==> config.mk <==
export PLATFORM = sky130hd
export DESIGN_NAME = fetch_stage
export DESIGN_NICKNAME = d
export VERILOG_FILES = /design/src/rtl/fetch_stage_pkg.sv /design/src/rtl/fetch_stage_buffer.sv /design/src/rtl/fetch_stage.sv
export SDC_FILE = /design/constraint.sdc
export NUM_CORES = 1
export LEC_CHECK = 0
export ABC_AREA = 1
export BUFFER_PORTS_ARGS = -buffer_cell sky130_fd_sc_hd__buf_2
export CORE_MARGIN = 8
export CORE_UTILIZATION = 55
export DETAILED_ROUTE_END_ITERATION = 16
export PLACE_DENSITY_LB_ADDON = 0.2
export SLEW_MARGIN = 10
export SYNTH_ARGS = -nofsm -noshare
export SYNTH_HDL_FRONTEND = slang
export SYNTH_HIERARCHICAL = 1
export SYNTH_SLANG_ARGS = --single-unit
==> constraint.sdc <==
create_clock -name clk -period 12.9 [get_ports clk]
set_input_delay 2.58 -clock clk [delete_from_list [all_inputs] [get_ports clk]]
set_output_delay 2.58 -clock clk [all_outputs]
set_load 0.05 [all_outputs]
==> src/rtl/fetch_stage_pkg.sv <==
// rtl/fetch_stage_pkg.sv - shared types and constants for the instruction fetch stage
package fetch_stage_pkg;

    localparam logic [31:0] NOP_INSN = 32'h0000_0013;

    typedef enum logic [6:0] {
        Load   = 7'h03,
        OpImm  = 7'h13,
        Auipc  = 7'h17,
        Store  = 7'h23,
        Op     = 7'h33,
        Lui    = 7'h37,
        Branch = 7'h63,
        Jalr   = 7'h67,
        Jal    = 7'h6f
    } Opcode;

    typedef struct packed {
        logic [31:0] pc;
        logic [31:0] insn;
        logic [4:0]  rd;
        logic [4:0]  rs1;
        logic [4:0]  rs2;
        logic [31:0] imm;
        logic        reg_write;
        logic        mem_read;
        logic        mem_write;
        logic        branch;
        logic        jump;
    } Signals;

    typedef struct packed {
        logic [31:0] pc;
        logic [31:0] insn;
        logic        pred;
    } FetchEntry;

    function automatic logic [31:0] j_imm(input logic [31:0] insn);
        return {{12{insn[31]}}, insn[19:12], insn[20], insn[30:21], 1'b0};
    endfunction

endpackage

==> src/rtl/fetch_stage_buffer.sv <==
// rtl/fetch_stage_buffer.sv - synchronous FIFO of FetchEntry with partial flush
module fetch_buffer
    import fetch_stage_pkg::*;
#(
    parameter int DEPTH = 2,
    parameter int CNT_W = $clog2(DEPTH + 1)
) (
    input  logic             clk,
    input  logic             rst,
    input  logic             push,
    input  FetchEntry        push_data,
    input  logic             pop,
    input  logic             flush,
    input  logic [CNT_W-1:0] flush_keep,
    output FetchEntry        head,
    output logic [CNT_W-1:0] count,
    output logic             full,
    output logic             empty
);

    localparam int PTR_W = (DEPTH > 1) ? $clog2(DEPTH) : 1;

    FetchEntry        mem [DEPTH];
    logic [PTR_W-1:0] rd_ptr;
    logic [PTR_W-1:0] wr_ptr;
    logic             do_pop;
    logic             do_push;
    logic [CNT_W-1:0] after_pop;
    logic [CNT_W-1:0] kept;

    function automatic logic [PTR_W-1:0] ptr_add(input logic [PTR_W-1:0] p, input int n);
        return PTR_W'((int'(p) + n) % DEPTH);
    endfunction

    assign empty     = (count == '0);
    assign full      = (count == CNT_W'(DEPTH));
    assign head      = mem[rd_ptr];
    assign do_pop    = pop && !empty;
    assign do_push   = push && !flush && (!full || do_pop);
    assign after_pop = count - CNT_W'(do_pop);
    // Flush keeps the oldest flush_keep entries that survive this cycle's pop.
    assign kept      = (flush_keep < after_pop) ? flush_keep : after_pop;

    always_ff @(posedge clk) begin
        if (rst) begin
            rd_ptr <= '0;
            wr_ptr <= '0;
            count  <= '0;
        end else begin
            if (do_pop) begin
                rd_ptr <= ptr_add(rd_ptr, 1);
            end
            if (flush) begin
                wr_ptr <= ptr_add(rd_ptr, int'(do_pop) + int'(kept));
                count  <= kept;
            end else begin
                if (do_push) begin
                    wr_ptr <= ptr_add(wr_ptr, 1);
                end
                count <= after_pop + CNT_W'(do_push);
            end
        end
    end

    always_ff @(posedge clk) begin
        if (do_push) begin
            mem[wr_ptr] <= push_data;
        end
    end

endmodule

==> src/rtl/fetch_stage.sv <==
// rtl/fetch_stage.sv - instruction fetch stage; define FETCH_JAL_PREDICT_EN for JAL predecode
module fetch_stage
    import fetch_stage_pkg::*;
#(
    parameter logic [31:0] RESET_PC = 32'h0000_0000,
    parameter int          DEPTH    = 2,
    parameter int          CNT_W    = $clog2(DEPTH + 1)
) (
    input  logic        clk,
    input  logic        rst,
    input  logic        stall,
    input  logic        redirect_valid,
    input  logic [31:0] redirect_pc,
    output logic        imem_req_valid,
    input  logic        imem_req_ready,
    output logic [31:0] imem_req_addr,
    input  logic        imem_resp_valid,
    input  logic [31:0] imem_resp_data,
    output Signals      o_signals,
    output logic        o_pred_taken
);

    localparam int SUM_W = CNT_W + 1;

    logic [31:0]      fetch_pc;
    logic [31:0]      resp_pc;
    logic [CNT_W-1:0] inflight;
    logic [CNT_W-1:0] inflight_next;
    logic [CNT_W-1:0] drop_cnt;
    logic [CNT_W-1:0] count;
    logic             buf_full;
    logic             buf_empty;
    FetchEntry        head;
    FetchEntry        push_entry;
    logic             req_fire;
    logic             resp_take;
    logic             resp_keep;
    logic             push;
    logic             pop;
    logic [31:0]      redirect_target;
    logic [31:0]      out_pc;
    logic [31:0]      out_insn;
    logic             out_pred;

    // Credit covers both in-flight requests and buffered entries so a push always has room.
    assign imem_req_valid  = !rst && !redirect_valid &&
                             ((SUM_W'(inflight) + SUM_W'(count)) < SUM_W'(DEPTH));
    assign imem_req_addr   = fetch_pc;
    assign redirect_target = redirect_pc & ~32'd3;
    assign req_fire        = imem_req_valid && imem_req_ready;
    assign resp_take       = imem_resp_valid && (inflight != '0);
    assign resp_keep       = resp_take && (drop_cnt == '0) && !redirect_valid;
    assign push            = resp_keep && (!buf_full || pop);
    assign pop             = !stall && !buf_empty && !redirect_valid;
    assign inflight_next   = inflight + CNT_W'(req_fire) - CNT_W'(resp_take);

`ifdef FETCH_JAL_PREDICT_EN
    logic        pred_hit;
    logic [31:0] pred_target;

    assign pred_hit    = resp_keep && (imem_resp_data[6:0] == Jal);
    assign pred_target = resp_pc + j_imm(imem_resp_data);
`endif

    always_comb begin
        push_entry      = '0;
        push_entry.pc   = resp_pc;
        push_entry.insn = imem_resp_data;
`ifdef FETCH_JAL_PREDICT_EN
        push_entry.pred = pred_hit;
`else
        push_entry.pred = 1'b0;
`endif
    end

    fetch_buffer #(
        .DEPTH (DEPTH),
        .CNT_W (CNT_W)
    ) u_buffer (
        .clk        (clk),
        .rst        (rst),
        .push       (push),
        .push_data  (push_entry),
        .pop        (pop),
        .flush      (redirect_valid),
        .flush_keep ('0),
        .head       (head),
        .count      (count),
        .full       (buf_full),
        .empty      (buf_empty)
    );

    always_ff @(posedge clk) begin
        if (rst) begin
            fetch_pc <= RESET_PC;
            resp_pc  <= RESET_PC;
            inflight <= '0;
            drop_cnt <= '0;
            out_pc   <= '0;
            out_insn <= NOP_INSN;
            out_pred <= 1'b0;
        end else begin
            inflight <= inflight_next;
            // Every request still outstanding after a PC change returns stale data.
            if (redirect_valid) begin
                fetch_pc <= redirect_target;
                resp_pc  <= redirect_target;
                drop_cnt <= inflight_next;
            end
`ifdef FETCH_JAL_PREDICT_EN
            else if (pred_hit) begin
                fetch_pc <= pred_target;
                resp_pc  <= pred_target;
                drop_cnt <= inflight_next;
            end
`endif
            else begin
                if (req_fire) begin
                    fetch_pc <= fetch_pc + 32'd4;
                end
                if (resp_keep) begin
                    resp_pc <= resp_pc + 32'd4;
                end
                if (resp_take && (drop_cnt != '0)) begin
                    drop_cnt <= drop_cnt - 1'b1;
                end
            end

            if (redirect_valid) begin
                out_insn <= NOP_INSN;
                out_pred <= 1'b0;
            end else if (!stall) begin
                if (!buf_empty) begin
                    out_pc   <= head.pc;
                    out_insn <= head.insn;
                    out_pred <= head.pred;
                end else begin
                    out_insn <= NOP_INSN;
                    out_pred <= 1'b0;
                end
            end
        end
    end

    always_comb begin
        o_signals      = '0;
        o_signals.pc   = out_pc;
        o_signals.insn = out_insn;
    end

    assign o_pred_taken = out_pred;

endmodule

---- Word level (Yosys, flattened, before mapping) ----
Memory sizes are Yosys's and may differ from the RTL's. A register that Yosys moved wholly into a read port is not among the register bits.
Index checks and enable logic that the tools add are counted.
operators by class
  reduce and logical (&&, ||, !) cells .... 30
  add/sub/neg operators ................... 12
  equal/unequal tests ..................... 1
  muxes and demuxes ....................... 16
  multiply operators ...................... 0
  shifts and indexed selects .............. 0
  $lt $le $gt $ge ......................... 2
  divide/modulo/power cells ............... 0
  bitwise operators ....................... 3
operators by type and width
  kind                                                                   number
  32-bit 2-to-1 mux                                                      5
  32-bit by 3-bit adder with 32-bit output (second input constant)       2
  1-bit logical AND                                                      13
  2-bit nonzero test                                                     6
  2-bit 2-to-1 mux                                                       4
  1-bit 2-to-1 mux                                                       7
  1-bit logical NOT                                                      5
  2-bit by 1-bit adder with 2-bit output                                 2
  2-bit logical NOT                                                      2
  2-bit by 1-bit subtractor with 2-bit output                            2
  2-bit by 2-bit adder with 3-bit output                                 1
  3-bit by 2-bit < comparator with 1-bit output (second input constant)  1
  1-bit NOT                                                              3
  3-bit AND reduction                                                    1
  1-bit adder                                                            2
  1-bit adder (second input constant)                                    2
  2-bit == test (second input constant)                                  1
  1-bit logical OR                                                       2
  1-bit by 2-bit < comparator with 1-bit output (first input constant)   1
  2-bit OR reduction                                                     1
  2-bit by 1-bit subtractor with 2-bit output (second input constant)    1
storage, ports and cells
  memory bits (writable) .................. 128
  memory bits (read-only) ................. 0
  word-level logic and storage cells ...... 77
  memories kept ........................... 1
  register bits ........................... 137
  output and inout bits ................... 150
  input bits .............................. 70
  latch bits .............................. 0
memory list
  name          words  width  rd ports  clocked after Yosys merged registers in  wr ports  RTL line                  RTL
  u_buffer.mem  2      64     1         1                                        1         fetch_stage_buffer.sv:23  FetchEntry mem [DEPTH];

---- Depth between registers and ports, before layout ----
Gate-level depths: netlist of the first run.
  word-level depth ........................ 11
  depth in mapped cells ................... 20
  gate-level depth less buffers ........... 19

---- By module ----
The synthesis of the first run kept the hierarchy.
modules (own cells, without submodules)
  module        area an instance (sq um)  times used  cells each  seq. area each (sq um)
  fetch_stage   7119.3                    1           1067        2582.5
  fetch_buffer  5083.6                    1           259         4003.8

---- Worst setup path after synthesis of the first run ----
No wires, ideal clock.
  path kind ............................... in2reg
  start ................................... in redirect_valid
  end ..................................... mem u_buffer/mem[1][0] (netlist name), enable pin
  path slack .............................. 6159 ps
  required time ........................... 12412 ps
  stages .................................. 8
  setup time .............................. 488 ps
  arrival ................................. 6252 ps
  cells stage by stage .................... buf_4 > buf_2 > buf_2 > a211oi_1 > inv_1 > nor2_1 > nand2_2 > nor2_1
on the way
  cells in the longest elaborated chain, start to end .. 8
  elaborated cells between the ends (all ways) .. 11
  classes of those cells .................. 2 x mux; 9 x reduce/logical
ends and longest elaborated chain
  item                                      RTL line                              RTL
  from (decl)                               fetch_stage.sv:12                     input logic redirect_valid,
  1-bit logical NOT *                       fetch_stage.sv:52, fetch_stage.sv:54
  1-bit logical AND                         fetch_stage.sv:54                     assign pop = !stall && !buf_empty && !redirect_valid;
  1-bit logical OR                          fetch_stage.sv:53                     assign push = resp_keep && (!buf_full || pop);
  1-bit logical AND *                       fetch_stage.sv:53
  net push                                  fetch_stage.sv:38                     logic push;
  1-bit logical AND * (2 in series)         fetch_stage_buffer.sv:39              assign do_push = push && !flush && (!full || do_pop);
  1-bit 2-to-1 mux *                        fetch_stage_buffer.sv:66              if (do_push) begin
  1-bit 2-to-1 mux (implied by the code) *  fetch_stage_buffer.sv:67              mem[wr_ptr] <= push_data;
  to (decl)                                 fetch_stage_buffer.sv:23
Mark *: on every way through the listed nets, which the timed path passes. The rest lies on a longest branch.

---- Final worst setup path of the first run ----
  start ................................... in redirect_valid
  end ..................................... out imem_req_valid
on the way
  cells in the longest elaborated chain, start to end .. 3
ends and longest elaborated chain
  item                             RTL line           RTL
  1-bit logical NOT                fetch_stage.sv:46  assign imem_req_valid = !rst && !redirect_valid &&
  1-bit logical AND (2 in series)  fetch_stage.sv:46
  to (decl)                        fetch_stage.sv:14  output logic imem_req_valid,
No other way between the ends.

==> results of run 1 <==
-- cell usage in the layout (no fill, tap or decap), drive strengths merged, types with 3 or more instances in the layout --
cell / netlist / routed
buf: 77 / 171
xnor2: 7 / 7
nand4: 6 / 6
ha: 9 / 9
o21ai: 73 / 73
clkinv: 1 / 7
conb: 1 / 63
a21oi: 80 / 80
nand3: 57 / 57
inv: 108 / 109
bufinv: 0 / 3
a31oi: 18 / 18
or2: 3 / 3
mux2: 65 / 65
nor3: 3 / 3
clkbuf: 23 / 42
o22ai: 3 / 3
nand2: 322 / 322
nor2: 178 / 178
xor2: 16 / 16
dfxtp: 134 / 134
edfxtp: 130 / 130
-- synthesized netlist by cell type, drive strengths merged, types with 7 or more instances --
master  number
inv        108
nor2       178
a21oi       80
o21ai       73
edfxtp     130
nand3       57
mux2        65
xnor2        7
buf         77
clkbuf      23
ha           9
dfxtp      134
nand2      322
xor2        16
a31oi       18
-- metrics by stage --
step	total power [µW]	worst slack (ns)	cell area, µm²	hold slack [ns]
floorplan	1200	6.16	12400	0.448
global placement	1250	6.50	13000	0.448
detailed placement	1250	6.50	13000	0.452
CTS	2050	6.50	13900	0.461
global route	2120	6.40	13900	0.477
finish	2030	6.53	13900	0.460
-- final timing paths --
check | startpoint | end
worst max-delay path | redirect_valid | imem_req_valid
worst min-delay path | out_insn[25] | out_insn[25]
worst max register to register | u_buffer/count[1] | u_buffer/mem[0][58]
worst min register to register | out_insn[25] | out_insn[25]
-- per-layer routing --
layer	up-vias	global-route usage	wire length, µm
li1	4575	-	-
met1	4294	0.276	12700
met2	336	0.338	13700
met3	33	0.0274	1870
met4	0	0.0557	473
met5	-	0	0
-- power groups by stage --
stage	clock network (µW)	registers, µW	logic (µW)
CTS	809	955	284
detailed placement	0	973	282
finish	797	956	283
global route	847	960	310
floorplan	0	1010	188
global placement	0	971	278
-- cell families (layout without fill, tap and decap cells) --
kind of cell,after synthesis,count (layout),synth area share
other cells,1,63,0.000307
xor+xnor,23,23,0.0171
fa+ha+maj,10,10,0.0109
simple gates,574,574,0.203
mux,65,65,0.0600
flops,264,264,0.540
buf+inv,209,332,0.0912
compound gates,180,180,0.0781
-- critical path: cells and delay by family --
family	cells	cell delay, ns
buf+inv	3	0.75
simple gates	2	0.46
-- sequential cells by signal, summed over array words and instances (netlist names), 2 cells and up, named ones only --
| signal | count |
|---|---|
| resp_pc | 30 |
| u_buffer/count | 2 |
| imem_req_addr | 30 |
| inflight | 2 |
| out_pc | 32 |
| u_buffer/mem | 130 |
| out_insn | 32 |
| drop_cnt | 2 |
-- final cells by class --
class	instances	share of cell area
Sequential cell	264	0.474
Inverter	109	0.0299
Clock buffer	42	0.0564
Clock inverter	10	0.0101
Tap cell	280	0.0252
Timing Repair Buffer	171	0.0630
Multi-Input combinational cell	915	0.341
==> results.yml, run 1 <==
routing:
  wl_um: 28700
  first_pass_iters: 5
  vias: 9238
  vias_per_cell: 5.16
  drc_errors: 0
  routedWlPerCell_um: 16.1
  dr.first_iter.drc_count: 633
  antenna_left: 0
placement:
  portBuffers: 163
  dp.cells: 1739
  hpwl_um: 19700
  place_congestion: 0.939
worst_setup_path:
  critPathLaunchType: "input port"
  cp.required_ns: 10.32
  ff2ff_setup_slack_ns: 9.77
  criticalPathCategory: "input port to output pin"
  max_stage_delay_ns: 0.39
  critPathSlowestCell: "buf_2"
  crit_top_cell: "buf_2"
  critPathMaxFanout: 47
  critPathCaptureType: "output pin"
  crit_chain: "buf_2 -> nor2_4 -> inv_1 -> nor3_1 -> buf_2"
  crit_arrival_ns: 3.79
  reg2reg_depth: 13
logic_synthesis:
  synth_cells: 1326
  seq_area_frac_synth: 0.540
  synth_area_leaders: "edfxtp_1 32%, dfxtp_1 22%, nand2_1 9.6%"
  synth_edf_count: 130
  synth_top_area_share: 0.320
  synthArstFlopShare: 0
  synth.avg_cell_area_um2: 9.20
  ys_ff_latch: 264
  yosys_warnings: 6
  ys.flop_type: "dfxtp_1"
  syn_area_um2: 12200
  yosysTopAreaCell: "edfxtp_1"
  synthDistinctLibCells: 45
clocking:
  clk_latency_ns: 0.53
  cts_max_level: 1
  cts_buffers: 28
  cts.clk_slew.worst_paths_ns: 0.06
  clock_sinks: 264
  post_cts_buffers: 0
  clk_path_buf_depth: 3
  cts_hold_buf: 0
  cts_root_buffer: "clkbuf_16"
  cts-resized-gates: 0
  cts_tree: "yes"
floorplan:
  die-width_um: 165
  initial_core_util: 0.559
  pin_count: 220
  fp.dieArea_um2: 27200
  die-height_um: 165
  coreArea_um2: 21800
  rows: 54
global_route:
  grt_pass1_vias: 8772
  grt_max_degree: 66
  antenna_found_initial: 0
  grt_pass1_wl_um: 44900
  grt_use_total: 0.204
  grt_remaining_overflow: 0
power:
  power_frac_seq: 0.470
  clkPwrFrac: 0.391
  switchingPower_uw: 563
  leakagePower_uw: 0.00574
  swShare: 0.276
  p_per_area_nw_per_um2: 146
  worst_ir_drop_vdd_v: 0.0000953
  internal_power_uw: 1470
  pwr-share-comb: 0.139
sta:
  maxSlewViolCount: 0
  timing.fmax_mhz: 157
  hold_viol: 0
  fin_crit_ns: 6.37
  fin_setup_tns_ns: 0
  skew_ns: 0.0129
  rsz0062_at_grt: "false"
  relSlewSlack: 0.313
  final-setup-viol-count: 0
  period_share: 0.494
  worst_pin_slew_ns: 1.03
layout:
  multi_input_area_um2: 4740
  area_growth_pct: 13.9
  nFillCells: 1858
  antenna_cells: 0
  final_cells: 1791
  drive_gt1_frac: 0.224
  regArea_um2: 6590
  nets: 1569
  final_util: 0.637
run_status:
  outcome: "finished, final reports clean"
min_path:
  hold_path_class: "flip-flop to flip-flop"
  min_path_cells: 2
run:
  max-cap-violations: 0
Note: power is estimated with default switching activity, not from simulation.
==> inputs of run 2 (changes only) <==
- CORE_UTILIZATION: 55 -> 51
- clock period: 12.9 -> 5.5 ns (I/O delays scaled with it)
==> results.yml, run 2 (synthesis gave the netlist of run 1 again) <==
run_status:
  outcome: "finished, final reports clean"
clocking:
  cts_buffers: 27
  cts_hold_buf: 0
  clock_sinks: 264
  clk_path_buf_depth: 3
  cts_max_level: 1
  cts_tree: "yes"
  clk_latency_ns: 0.55
  cts.clk_slew.worst_paths_ns: 0.06
  cts-resized-gates: 0
  post_cts_buffers: 0
  cts_root_buffer: "clkbuf_16"
worst_setup_path:
  cp-startpoint: "redirect_valid"
  critPathCaptureType: "output pin"
  r2r-end: "u_buffer/mem[0][50]"
  reg2reg_depth: 12
  crit_cells: 5
  crit_top_cell: "buf_2"
  critPathSlowestCell: "buf_2"
  r2r-start: "u_buffer/count[1]"
  cp_top_family: "buffers and inverters"
  critPathLaunchType: "input port"
  max_stage_delay_ns: 0.38
  crit_buf_inv: 3
  critPathMaxFanout: 47
  crit_arrival_ns: 2.33
  criticalPathCategory: "input port to output pin"
  crit_chain: "buf_2 -> nor2_4 -> inv_1 -> nor3_1 -> buf_2"
  ff2ff_setup_slack_ns: 2.41
  crit_path_end: "imem_req_valid"
  cp.required_ns: 4.40
sta:
  fin_crit_ns: 3.43
  fin_setup_tns_ns: 0
  final-setup-viol-count: 0
  period_share: 0.623
  timing.fmax_mhz: 292
  relSlewSlack: 0.184
  rsz0062_at_grt: "false"
  hold_viol: 0
  maxSlewViolCount: 0
  skew_ns: 0.0100
  worst_pin_slew_ns: 1.22
floorplan:
  rows: 56
  initial_core_util: 0.520
  pin_count: 220
  die-width_um: 171
  fp.dieArea_um2: 29100
  coreArea_um2: 23500
  die-height_um: 171
global_route:
  antenna_found_initial: 0
  grt_max_degree: 66
  grt_remaining_overflow: 0
  grt_pass1_wl_um: 46500
  grt_pass1_vias: 9016
  grt_use_total: 0.198
layout:
  antenna_cells: 0
  nets: 1567
  area_growth_pct: 14.1
  max_flop_register: "u_buffer/mem"
  reg.largest.list: "u_buffer/mem (130), out_insn (32), out_pc (32)"
  mostFrequentLayoutCell: "nand2_1"
  final_util: 0.593
  nFillCells: 2115
  final_cell_mix: "311 x nand2_1, 163 x buf_2, 148 x nor2_1, 133 x dfxtp_1, 130 x edfxtp_1"
  drive_gt1_frac: 0.226
  largest_reg_flops: 130
routing:
  wl_um: 29300
  drc_errors: 0
  first_pass_iters: 7
  vias: 9226
  dr.first_iter.drc_count: 611
  routedWlPerCell_um: 16.0
  vias_per_cell: 5.05
  antenna_left: 0
placement:
  portBuffers: 163
  hpwl_um: 20200
  place_congestion: 0.930
min_path:
  hold_path_class: "flip-flop to flip-flop"
power:
  worst_ir_drop_vdd_v: 0.000249
  leakagePower_uw: 0.00572
  power_uw: 4730
  p_per_area_nw_per_um2: 340
run:
  max-cap-violations: 0
run 2: how the worst min path moves through the flow:
| stage | start | to | slack [ns] | cells past startpoint |
|---|---|---|---|---|
| CTS | o_pred_taken | o_pred_taken | 0.45 | 2 |
| global route | o_pred_taken | o_pred_taken | 0.47 | 2 |
| detailed placement | o_pred_taken | o_pred_taken | 0.44 | 2 |
| finish | o_pred_taken | o_pred_taken | 0.45 | 2 |
| floorplan | resp_pc[31] | u_buffer/mem[0][64] | 0.45 | 0 |
| global placement | o_pred_taken | o_pred_taken | 0.44 | 2 |
run 2: area by class of cell:
cell class / count / area, µm² / share of cell area
Clock inverter: 11 / 116 / 0.00836
Timing Repair Buffer: 170 / 881 / 0.0633
Clock buffer: 39 / 781 / 0.0561
Multi-Input combinational cell: 915 / 4740 / 0.341
Tap cell: 319 / 399 / 0.0287
Sequential cell: 264 / 6590 / 0.473
Inverter: 109 / 415 / 0.0298
run 2: stage by stage:
step           worst slack, ns  cell area (µm²)  hold slack, ns  cells
6_report                  2.07            13900           0.450   1827
5_1_grt                   1.85            13900           0.471   1827
4_1_cts                   2.04            13900           0.453   1827
3_5_place_dp              1.50            13000           0.444   1777
3_3_place_gp              1.54            13000           0.442   1777
2_1_floorplan            0.239            12400           0.448   1388
run 2: report_power, final:
part / internal (µW) / total (µW) / switching, µW / leakage, µW
sequential: 2160 / 2240 / 83.9 / 0.00228
combinational: 168 / 663 / 495 / 0.00300
clock: 1050 / 1830 / 779 / 0.000440
total: 3370 / 4730 / 1360 / 0.00572
run 2: per-layer routing:
metal / vias up / global-route usage / wire length [µm]
met5: - / 0 / 0
met4: 0 / 0.0458 / 596
li1: 4594 / - / -
met1: 4279 / 0.258 / 12800
met2: 308 / 0.338 / 13700
met3: 45 / 0.0339 / 2150
run 2: tightest hold or removal path: cells and delay by family, from the launching register on:
family | cells | cell delay [ns]
flops | 1 | 0.31
simple gates | 1 | 0.05
compound gates | 1 | 0.05
